[src/rtl/serial_adder_nbit.sv]
// serial_adder_nbit
//   Bit-serial adder. It computes {cout, sum} = a + b + cin one bit per clock,
//   LSB first, using one carry flop. A start/done handshake connects it to an
//   operand source and a result consumer. A new request can be accepted in
//   the DONE cycle, so operations can run back to back.
//
// Ports
//   clk    in   rising-edge clock
//   rst    in   synchronous reset, active-high
//   start  in   request; honoured only in IDLE or DONE
//   a, b   in   WIDTH-bit operands, captured on the accepting edge
//   cin    in   carry-in, captured on the accepting edge
//   busy   out  high while an addition is in progress
//   done   out  one-cycle pulse; sum/cout were just updated
//   sum    out  WIDTH-bit result, held until the next completion
//   cout   out  carry-out of the MSB, held with sum
//
// state  | meaning
// S_IDLE | waiting for start
// S_RUN  | one operand bit pair consumed per clock
// S_DONE | result published this cycle; start may reload immediately
module serial_adder_nbit #(
    parameter int WIDTH = 4
) (
    input  logic             clk,
    input  logic             rst,
    input  logic             start,
    input  logic [WIDTH-1:0] a,
    input  logic [WIDTH-1:0] b,
    input  logic             cin,
    output logic             busy,
    output logic             done,
    output logic [WIDTH-1:0] sum,
    output logic             cout
);

    localparam int CW = (WIDTH > 1) ? $clog2(WIDTH) : 1;
    localparam logic [CW-1:0] LAST = CW'(WIDTH - 1);

    typedef enum logic [1:0] {
        S_IDLE = 2'd0,
        S_RUN  = 2'd1,
        S_DONE = 2'd2
    } state_t;

    state_t           state;
    state_t           state_nxt;

    logic [WIDTH-1:0] a_sh;
    logic [WIDTH-1:0] b_sh;
    logic [WIDTH-1:0] acc;
    logic             carry;
    logic [CW-1:0]    count;

    logic             accept;
    logic             last_bit;
    logic             bit_s;
    logic             carry_nxt;
    logic [WIDTH-1:0] acc_nxt;

    assign accept    = start && ((state == S_IDLE) || (state == S_DONE));
    assign last_bit  = (state == S_RUN) && (count == LAST);

    // Full-adder slice on the current LSBs. The new sum bit enters the top
    // of acc, so after WIDTH shifts bit 0 of the result ends up at acc[0].
    assign bit_s     = a_sh[0] ^ b_sh[0] ^ carry;
    assign carry_nxt = (a_sh[0] & b_sh[0]) | (carry & (a_sh[0] ^ b_sh[0]));
    assign acc_nxt   = {bit_s, acc[WIDTH-1:1]};

    always_ff @(posedge clk) begin
        if (rst) begin
            state <= S_IDLE;
        end else begin
            state <= state_nxt;
        end
    end

    always_comb begin
        state_nxt = state;
        case (state)
            S_IDLE:  if (start) state_nxt = S_RUN;
            S_RUN:   if (last_bit) state_nxt = S_DONE;
            S_DONE:  state_nxt = start ? S_RUN : S_IDLE;
            default: state_nxt = S_IDLE;
        endcase
    end

    always_comb begin
        busy = (state == S_RUN);
        done = (state == S_DONE);
    end

    // sum/cout load only on the completion edge. Consumers therefore never
    // see a partial result while acc is still filling.
    always_ff @(posedge clk) begin
        if (rst) begin
            a_sh  <= '0;
            b_sh  <= '0;
            acc   <= '0;
            carry <= 1'b0;
            count <= '0;
            sum   <= '0;
            cout  <= 1'b0;
        end else if (accept) begin
            a_sh  <= a;
            b_sh  <= b;
            acc   <= '0;
            carry <= cin;
            count <= '0;
        end else if (state == S_RUN) begin
            a_sh  <= {1'b0, a_sh[WIDTH-1:1]};
            b_sh  <= {1'b0, b_sh[WIDTH-1:1]};
            acc   <= acc_nxt;
            carry <= carry_nxt;
            count <= count + CW'(1);
            if (last_bit) begin
                sum  <= acc_nxt;
                cout <= carry_nxt;
            end
        end
    end

endmodule

[config.mk]
export PLATFORM = sky130hd
export DESIGN_NAME = serial_adder_nbit
export DESIGN_NICKNAME = d
export VERILOG_FILES = /design/src/rtl/serial_adder_nbit.sv
export SDC_FILE = /design/constraint.sdc
export NUM_CORES = 1
export LEC_CHECK = 0
export BUFFER_PORTS_ARGS = -buffer_cell sky130_fd_sc_hd__buf_4
export CAP_MARGIN = 20
export CORE_MARGIN = 1
export CORE_UTILIZATION = 45
export DETAILED_ROUTE_END_ITERATION = 12
export PLACE_DENSITY = 0.68
export SETUP_SLACK_MARGIN = 0.5
export SLEW_MARGIN = 20
export SYNTH_ARGS = -nofsm -noshare
export SYNTH_HDL_FRONTEND = slang
export SYNTH_SLANG_ARGS = --single-unit
[constraint.sdc]
create_clock -name clk -period 3 [get_ports clk]
set_input_delay 0.75 -clock clk [delete_from_list [all_inputs] [get_ports clk]]
set_output_delay 0.75 -clock clk [all_outputs]
set_load 0.05 [all_outputs]
==> results of run 1 <==
[registers in the layout, summed over array words and instances (netlist names)]
signal and cells:
acc 3, a_sh 4, count 2, state 2
b_sh 4, cout 1, sum 4, carry 1
[final cells by class]
type	count	area (µm²)
Multi-Input combinational cell	68	382
Inverter	1	6.26
Timing Repair Buffer	18	135
Fill cell	175	744
Clock buffer	4	26.3
Sequential cell	21	420
Tap cell	25	31.3
[where the power goes]
group / internal, mW / switching [mW]
Clock: 0.0518 / 0.0817
Sequential: 0.292 / 0.00880
Combinational: 0.0299 / 0.0389
Total: 0.374 / 0.129
[cells in the mapped netlist (2+ instances only)]
cell / count
dfxtp_1: 21
nand2_1: 18
a21oi_1: 12
nand3_1: 8
nor3_1: 7
nor2_1: 5
buf_2: 3
o22ai_1: 3
a22oi_1: 2
buf_6: 2
nand2b_2: 2
nor2b_1: 2
[metrics by stage]
step | cells | instance area (µm²) | setup slack [ns]
5_1_grt | 137 | 1000 | 0.683
3_3_place_gp | 133 | 975 | 1.19
2_1_floorplan | 96 | 850 | 1.22
6_report | 137 | 1000 | 0.837
3_5_place_dp | 133 | 975 | 1.17
4_1_cts | 137 | 1000 | 0.821
[worst max-delay path: cells and delay by family (launching register included)]
family | cells | cell delay (ns)
flip-flops | 1 | 0.43
AND/OR/NAND/NOR | 1 | 0.22
buffers and inverters | 2 | 0.45
[path summary, 6_finish.rpt]
check / endpoint / from / cells after the start / slack (ns)
worst max-delay path: busy / state[0] / 3 / 0.84
worst min-delay path: sum[0] / sum[0] / 2 / 0.46
worst min register to register: sum[0] / sum[0] / 2 / 0.46
worst max register to register: b_sh[2] / state[0] / 4 / 1.72
[routing by layer]
metal	vias to the layer above	global-route usage, %	wire length, µm
li1	365	-	-
met5	-	0	0
met2	22	27.1	686
met1	314	22.5	726
met4	0	7.27	22
met3	4	3.57	77
[cells in the final DEF (no fill, tap or decap), types with 2 or more instances in the layout]
cell,instances
dfxtp_1,21
nand2_1,18
buf_4,18
a21oi_1,12
nand3_1,8
nor3_1,7
nor2_1,5
o22ai_1,3
clkbuf_4,3
nand2b_2,2
nor2b_1,2
a22oi_1,2
[logic make-up (layout without fill, tap and decap cells)]
kind of cell / Yosys count / in the layout / synth area share, %
adder cells (fa/ha/maj): 2 / 2 / 3.83
buffers and inverters: 7 / 23 / 5.60
XOR/XNOR: 1 / 1 / 1.03
AND/OR/NAND/NOR: 44 / 44 / 24.2
multiplexers: 1 / 1 / 1.18
flip-flops: 21 / 21 / 49.5
AO/OA/AOI/OAI: 20 / 20 / 14.7
==> impl_metrics.ini, run 1 <==
[synth]
synth_seq_cells = 21
yosys.area.top_type = dfxtp_1
synthFlopType = dfxtp_1
synth_cell_type_count = 23
synthArstFlopShare_pct = 0
synth_top_area_share_pct = 49.5
netlist_top_cells_area = dfxtp_1 49%, nand2_1 8.0%, a21oi_1 7.1%, nand3_1 4.7%, nor3_1 4.1%
synthCells = 96
yosys_warnings = 0
syn_area_um2 = 850
synth_nets = 110
syn_avg_cell_area_um2 = 8.85
synth-edff-count = 0
ys_seq_area_share_pct = 49.5

[setup_path]
path_cells = nand2b_2 > inv_4 > buf_4
cp-end-kind = output port
cp_data_required_time_ns = 2.25
cpPeakStageDelay_ns = 0.43
critical_path_class = register to output port
crit_path_max_fanout = 19
critPathArrivalTime_ns = 1.41
startpoint_type = register
slowest_stage = dfxtp_1

[floorplan]
core_area_um2 = 1750
die_area_um2 = 2070
io_pins = 19
initial_utilization_pct = 48.7
die_height_um = 45.5
die_x_um = 45.5
rows = 15

[cts]
cts_tree = yes
hold_buffers = 0
postCtsSetupRepairBufs = 0
cts_resized = 0
clock_path_buffers = 2
h-tree-depth = 1
clk_pin_slew_ns = 0.11
cts_made_buffers = 3
cts_sinks = 21
clk_latency_ns = 0.30
root_buffer = clkbuf_4

[layout]
drive_gt1_share_pct = 22.3
fin_util_pct = 57.3
syn2layout_area_growth_pct = 17.8
antennaDiodeCount = 0
nets = 127

[sta]
setup_viol = 0
slew_viol_final = 0
rsz0062_at_grt = no
period_share_pct = 72.1
hold_viol = 0
finalCriticalPeriod_ns = 2.16
max_freq_ghz = 0.462
tns_ns = 0
max-slew-margin-rel_pct = 67.2
hold_ws_ns = 0.460
tightest_slew_ns = 0.490
fin_skew_ns = 0.00174

[power]
power.density_nw_per_um2 = 503
power.leakage_nw = 0.383
irDropWorstVdd_v = 0.000257
finalPower_uw = 503

[drt]
drt_wl_total_um = 1510
wire_per_inst_um = 11.0
first_iter_violations = 5
drc = 0
dr.pass1.iters = 4
drt.antenna.violating_nets = 0
viasPerCell = 5.15
vias = 705

[place]
port_buffers = 18
gp_congestion = 0.764
hpwlAfterDp_um = 1100

[global_routing]
grt_pass1_vias = 592
overflow = 0
grt_pass1_wl_um = 2570
grt_max_degree = 20
grt_usage_pct = 17.2
grt_antenna_before_repair = 0

[min_path]
holdCritPathClass = register to register

[flow_run]
cap_violations = 0

[run_status]
outcome = completed
Note: power is estimated with default switching activity, not from simulation.
==> run 2: changes to the inputs <==
Settings changed: PLACE_DENSITY 0.68 to 0.71.
Clock period 3 ns to 1.9 ns, I/O delays scaled along.
==> run 2 against run 1 <==
Net effect:
- non-clock buffer count increased by 4
- clock power is 54% higher
- via count grew 5.5%
- clock skew is 0.0042 ns higher
- critical path type unchanged
- critical endpoint unchanged
- largest cell class unchanged
==> impl_metrics.ini, run 2 (synthesized netlist as in run 1, its figures left out) <==
[drt]
viasPerCell = 5.28
first_iter_violations = 13
drt_wl_total_um = 1650
drt.antenna.violating_nets = 0
dr.pass1.iters = 4
wire_per_inst_um = 11.7
vias = 744
drc = 0

[place]
hpwlAfterDp_um = 1160
dp_slack_ns = 0.426
gp_congestion = 0.736
port_buffers = 18

[cts]
cts_made_buffers = 3
clk_latency_ns = 0.29
cts_sinks = 21
root_buffer = clkbuf_4
h-tree-depth = 1
clk_pin_slew_ns = 0.11
hold_buffers = 0
clock_path_buffers = 2
cts_tree = yes

[layout]
final_cell_mix = 20 x buf_4, 19 x dfxtp_1, 18 x nand2_1
largest_registers = a_sh: 4 flops, b_sh: 4 flops, sum: 4 flops
fillers = 174
final_common_cell = buf_4
nets = 131
multi_input_area_um2 = 389
antennaDiodeCount = 0
seqCellArea_um2 = 425
syn2layout_area_growth_pct = 24.4
drive_gt1_share_pct = 27.6

[global_routing]
overflow = 0
grt_antenna_before_repair = 0
grt_pass1_vias = 648
grt_pass1_wl_um = 2790
grt_max_degree = 19
grt_usage_pct = 19.0

[sta]
max_freq_ghz = 0.690
setup_viol = 0
period_share_pct = 76.3
tns_ns = 0
fin_skew_ns = 0.00595
rsz0062_at_grt = yes
tightest_slew_ns = 0.535
worst_slack_ns = 0.451
max-slew-margin-rel_pct = 64.3
hold_viol = 0
finalCriticalPeriod_ns = 1.45
slew_viol_final = 0

[power]
finalPower_uw = 810
power.leakage_nw = 0.407
irDropWorstVdd_v = 0.000375
power.density_nw_per_um2 = 766

[floorplan]
rows = 15
die_x_um = 45.5
io_pins = 19
die_height_um = 45.5
initial_utilization_pct = 48.7
die_area_um2 = 2070
core_area_um2 = 1750

[setup_path]
cp_data_required_time_ns = 1.42
startpoint_type = register
critical_path.endpoint = busy
r2r_slack_ns = 0.66
reg2reg_from = state[0]
critPathArrivalTime_ns = 0.97
critical_path_class = register to output port
r2r_end = b_sh[3]
cp-end-kind = output port
crit_path_max_fanout = 3
r2r_cells = 3
setup.worst_path.start = state[1]

[flow_run]
cap_violations = 0

[min_path]
holdCritPathClass = input port to register

[run_status]
outcome = completed
==> run 2: stage by stage <==
stage               utilization [%]  std cells  area, µm²  hold slack (ns)
floorplan                         -         96        852            0.437
global placement               56.4        134        985            0.444
detailed placement             56.4        134        985            0.450
CTS                            60.1        140       1050            0.420
global route                   60.6        141       1060            0.425
finish                         60.6        141       1060            0.423
==> run 2: worst min-delay path by stage <==
stage / start / end / slack [ns] / cells after the start
after floorplan: acc[1] / acc[1] / 0.44 / 2
after global routing: a[3] / a_sh[3] / 0.42 / 3
after detailed placement: cout / cout / 0.45 / 2
after global placement: cout / cout / 0.44 / 2
final: a[3] / a_sh[3] / 0.42 / 3
after CTS: a[3] / a_sh[3] / 0.42 / 3
==> run 2: cell type report <==
cell class              count  share of cell area, %
clock buffers               4                   2.49
inverters                   1                  0.828
multi-input cells          68                   36.8
flip-flops and latches     21                   40.2
well taps                  25                   2.96
repair buffers             22                   16.7
==> run 2: report_power, final <==
part,internal (mW),switching (mW)
combinational,0.0593,0.0676
sequential,0.461,0.0145
clock,0.0816,0.126
total,0.602,0.208
==> run 2: critical path: stages, from the launching register on <==
cell and delay [ns]:
dfxtp_2 0.35, nand2b_4 0.14, clkinv_4 0.05, buf_8 0.14
==> run 2: metal layers <==
layer / vias to the layer above / wire, µm / global-route usage (%)
met1: 347 / 746 / 23.4
met4: 0 / 21 / 9.09
met5: - / 0 / 0
met3: 2 / 74 / 3.57
li1: 375 / - / -
met2: 20 / 808 / 31.7
==> run 2: what timing repair did <==
| action | CTS | global route |
|---|---|---|
| setup endpoints to repair | 2 | 2 |
| gates resized for setup | 8 | 1 |
| buffers inserted | 2 | 1 |
| hold endpoints to repair | 0 | 0 |
==> run 3: changes to the inputs <==
Settings changed: PLACE_DENSITY 0.71 to 0.68.
Clock period 1.9 ns to 1.5 ns, I/O delays scaled along.
==> run 3 against run 2 <==
Net effect:
- via count increased by 9.0%
- clock power increased by 35%
- die area unchanged
- critical path depth unchanged
- core utilization increased by 18 points
- clock skew decreased by 0.0043 ns
- global-route usage decreased by 0.079 points
- flip-flop and latch count unchanged
- wire length increased by 31%
- register-to-register slack got worse by 0.39 ns
- final area increased by 29%
- cell count increased by 7.8%
==> impl_metrics.ini, run 3 (synthesized netlist as in run 1, its figures left out) <==
[power]
irDropWorstVdd_v = 0.000608
power.density_nw_per_um2 = 847
finalPower_mw = 1.16
power.leakage_nw = 0.517

[cts]
h-tree-depth = 1
cts_made_buffers = 3
root_buffer = clkbuf_4
clk_pin_slew_ns = 0.11
clock_path_buffers = 2
hold_buffers = 0
cts_sinks = 21
cts_tree = yes
clk_latency_ns = 0.31

[sta]
hold_viol = 0
finalCriticalPeriod_ns = 1.39
period_share_pct = 92.8
tns_ns = 0
max-slew-margin-rel_pct = 85.0
max_freq_ghz = 0.718
slew_viol_final = 0
rsz0062_at_grt = yes
tightest_slew_ns = 0.225
fin_skew_ns = 0.00167
setup_viol = 0

[global_routing]
grt_pass1_wl_um = 2730
grt_pass1_vias = 642
grt_usage_pct = 18.9
overflow = 0
grt_max_degree = 19
grt_antenna_before_repair = 0

[drt]
drc = 0
drt.antenna.violating_nets = 0
drt_wl_total_um = 2160
wire_per_inst_um = 14.2
first_iter_violations = 24
vias = 811
viasPerCell = 5.34
dr.pass1.iters = 4

[setup_path]
crit_path_max_fanout = 3
r2r_slack_ns = 0.27
setup.worst_path.start = state[1]
critPathArrivalTime_ns = 1.02
critical_path_class = register to output port
cp_data_required_time_ns = 1.12
reg2reg_from = state[1]
startpoint_type = register
cp-end-kind = output port
r2r_cells = 6
r2r_end = carry
critical_path.endpoint = busy

[floorplan]
io_pins = 19
die_area_um2 = 2070
core_area_um2 = 1750
die_height_um = 45.5
rows = 15
die_x_um = 45.5
initial_utilization_pct = 48.7

[layout]
final_common_cell = buf_4
antennaDiodeCount = 0
final_cell_mix = 19 x buf_4, 16 x nand2_1, 10 x dfxtp_1
nets = 142
drive_gt1_share_pct = 55.1
fillers = 111
syn2layout_area_growth_pct = 60.8
largest_registers = a_sh: 4 flops, b_sh: 4 flops, sum: 4 flops

[place]
hpwlAfterDp_um = 1050
port_buffers = 18
gp_congestion = 0.725

[flow_run]
cap_violations = 0

[min_path]
holdCritPathClass = input port to register

[run_status]
outcome = completed
[run 3: changes by cell type in the layout (fill, tap and decap cells not counted), moves of 3 or more]
| cell | delta |
|---|---|
| nor3_1 | -4 |
| dfxtp_2 | +8 |
| a21oi_2 | +4 |
| a21oi_1 | -4 |
| nand2b_4 | +3 |
| buf_6 | +3 |
| dfxtp_1 | -9 |
| buf_8 | +6 |
[run 3: stage by stage]
| step | cell area (µm²) | cells | hold slack (ns) | setup WS (ns) | utilization (%) |
|---|---|---|---|---|---|
| floorplan | 881 | 96 | 0.437 | 0.414 | - |
| global placement | 1000 | 134 | 0.444 | 0.230 | 57.6 |
| detailed placement | 1000 | 134 | 0.447 | 0.222 | 57.6 |
| CTS | 1180 | 145 | 0.302 | 0.118 | 67.5 |
| global route | 1370 | 152 | 0.313 | 0.0711 | 78.3 |
| finish | 1370 | 152 | 0.317 | 0.108 | 78.3 |
[run 3: where the power goes]
part / leakage [nW] / switching (mW) / internal [mW]
registers: 0.177 / 0.0258 / 0.584
clock network: 0.0150 / 0.175 / 0.104
logic: 0.325 / 0.126 / 0.143
[run 3: cell type report]
| type | count | area, µm² | area share [%] |
|---|---|---|---|
| multi-input cells | 69 | 520 | 38.1 |
| flip-flops and latches | 21 | 439 | 32.1 |
| repair buffers | 32 | 338 | 24.7 |
| well taps | 25 | 31.3 | 2.29 |
| clock buffers | 4 | 26.3 | 1.92 |
| inverters | 1 | 11.3 | 0.824 |
[run 3: what timing repair did]
item,in CTS,in global routing
cloned,1,1
resized for setup,27,28
setup buffers,6,6
setup endpoints to repair,26,28
pin swaps,4,11
[run 3: critical path, cell delays in order (launching register included)]
cell and delay, ns:
dfxtp_2 0.35, nand2b_4 0.17, inv_8 0.06, buf_8 0.13
[run 3: routing by layer]
layer | GRT usage (%) | share of wire [%] | wire [µm] | up-vias
li1 | - | - | - | 398
met1 | 22.6 | 43 | 926 | 388
met2 | 30.6 | 52 | 1120 | 20
met3 | 4.76 | 3.5 | 75 | 5
met4 | 10.9 | 1.9 | 41 | 0
met5 | 0 | 0 | 0 | -
[run 3: how the worst min path moves through the flow]
stage / from / endpoint / depth (start not counted)
after floorplan: acc[1] / acc[1] / 2
after global placement: sum[3] / sum[3] / 2
after detailed placement: cout / cout / 2
after CTS: a[3] / a_sh[3] / 3
after global routing: a[3] / a_sh[3] / 3
final: a[3] / a_sh[3] / 3
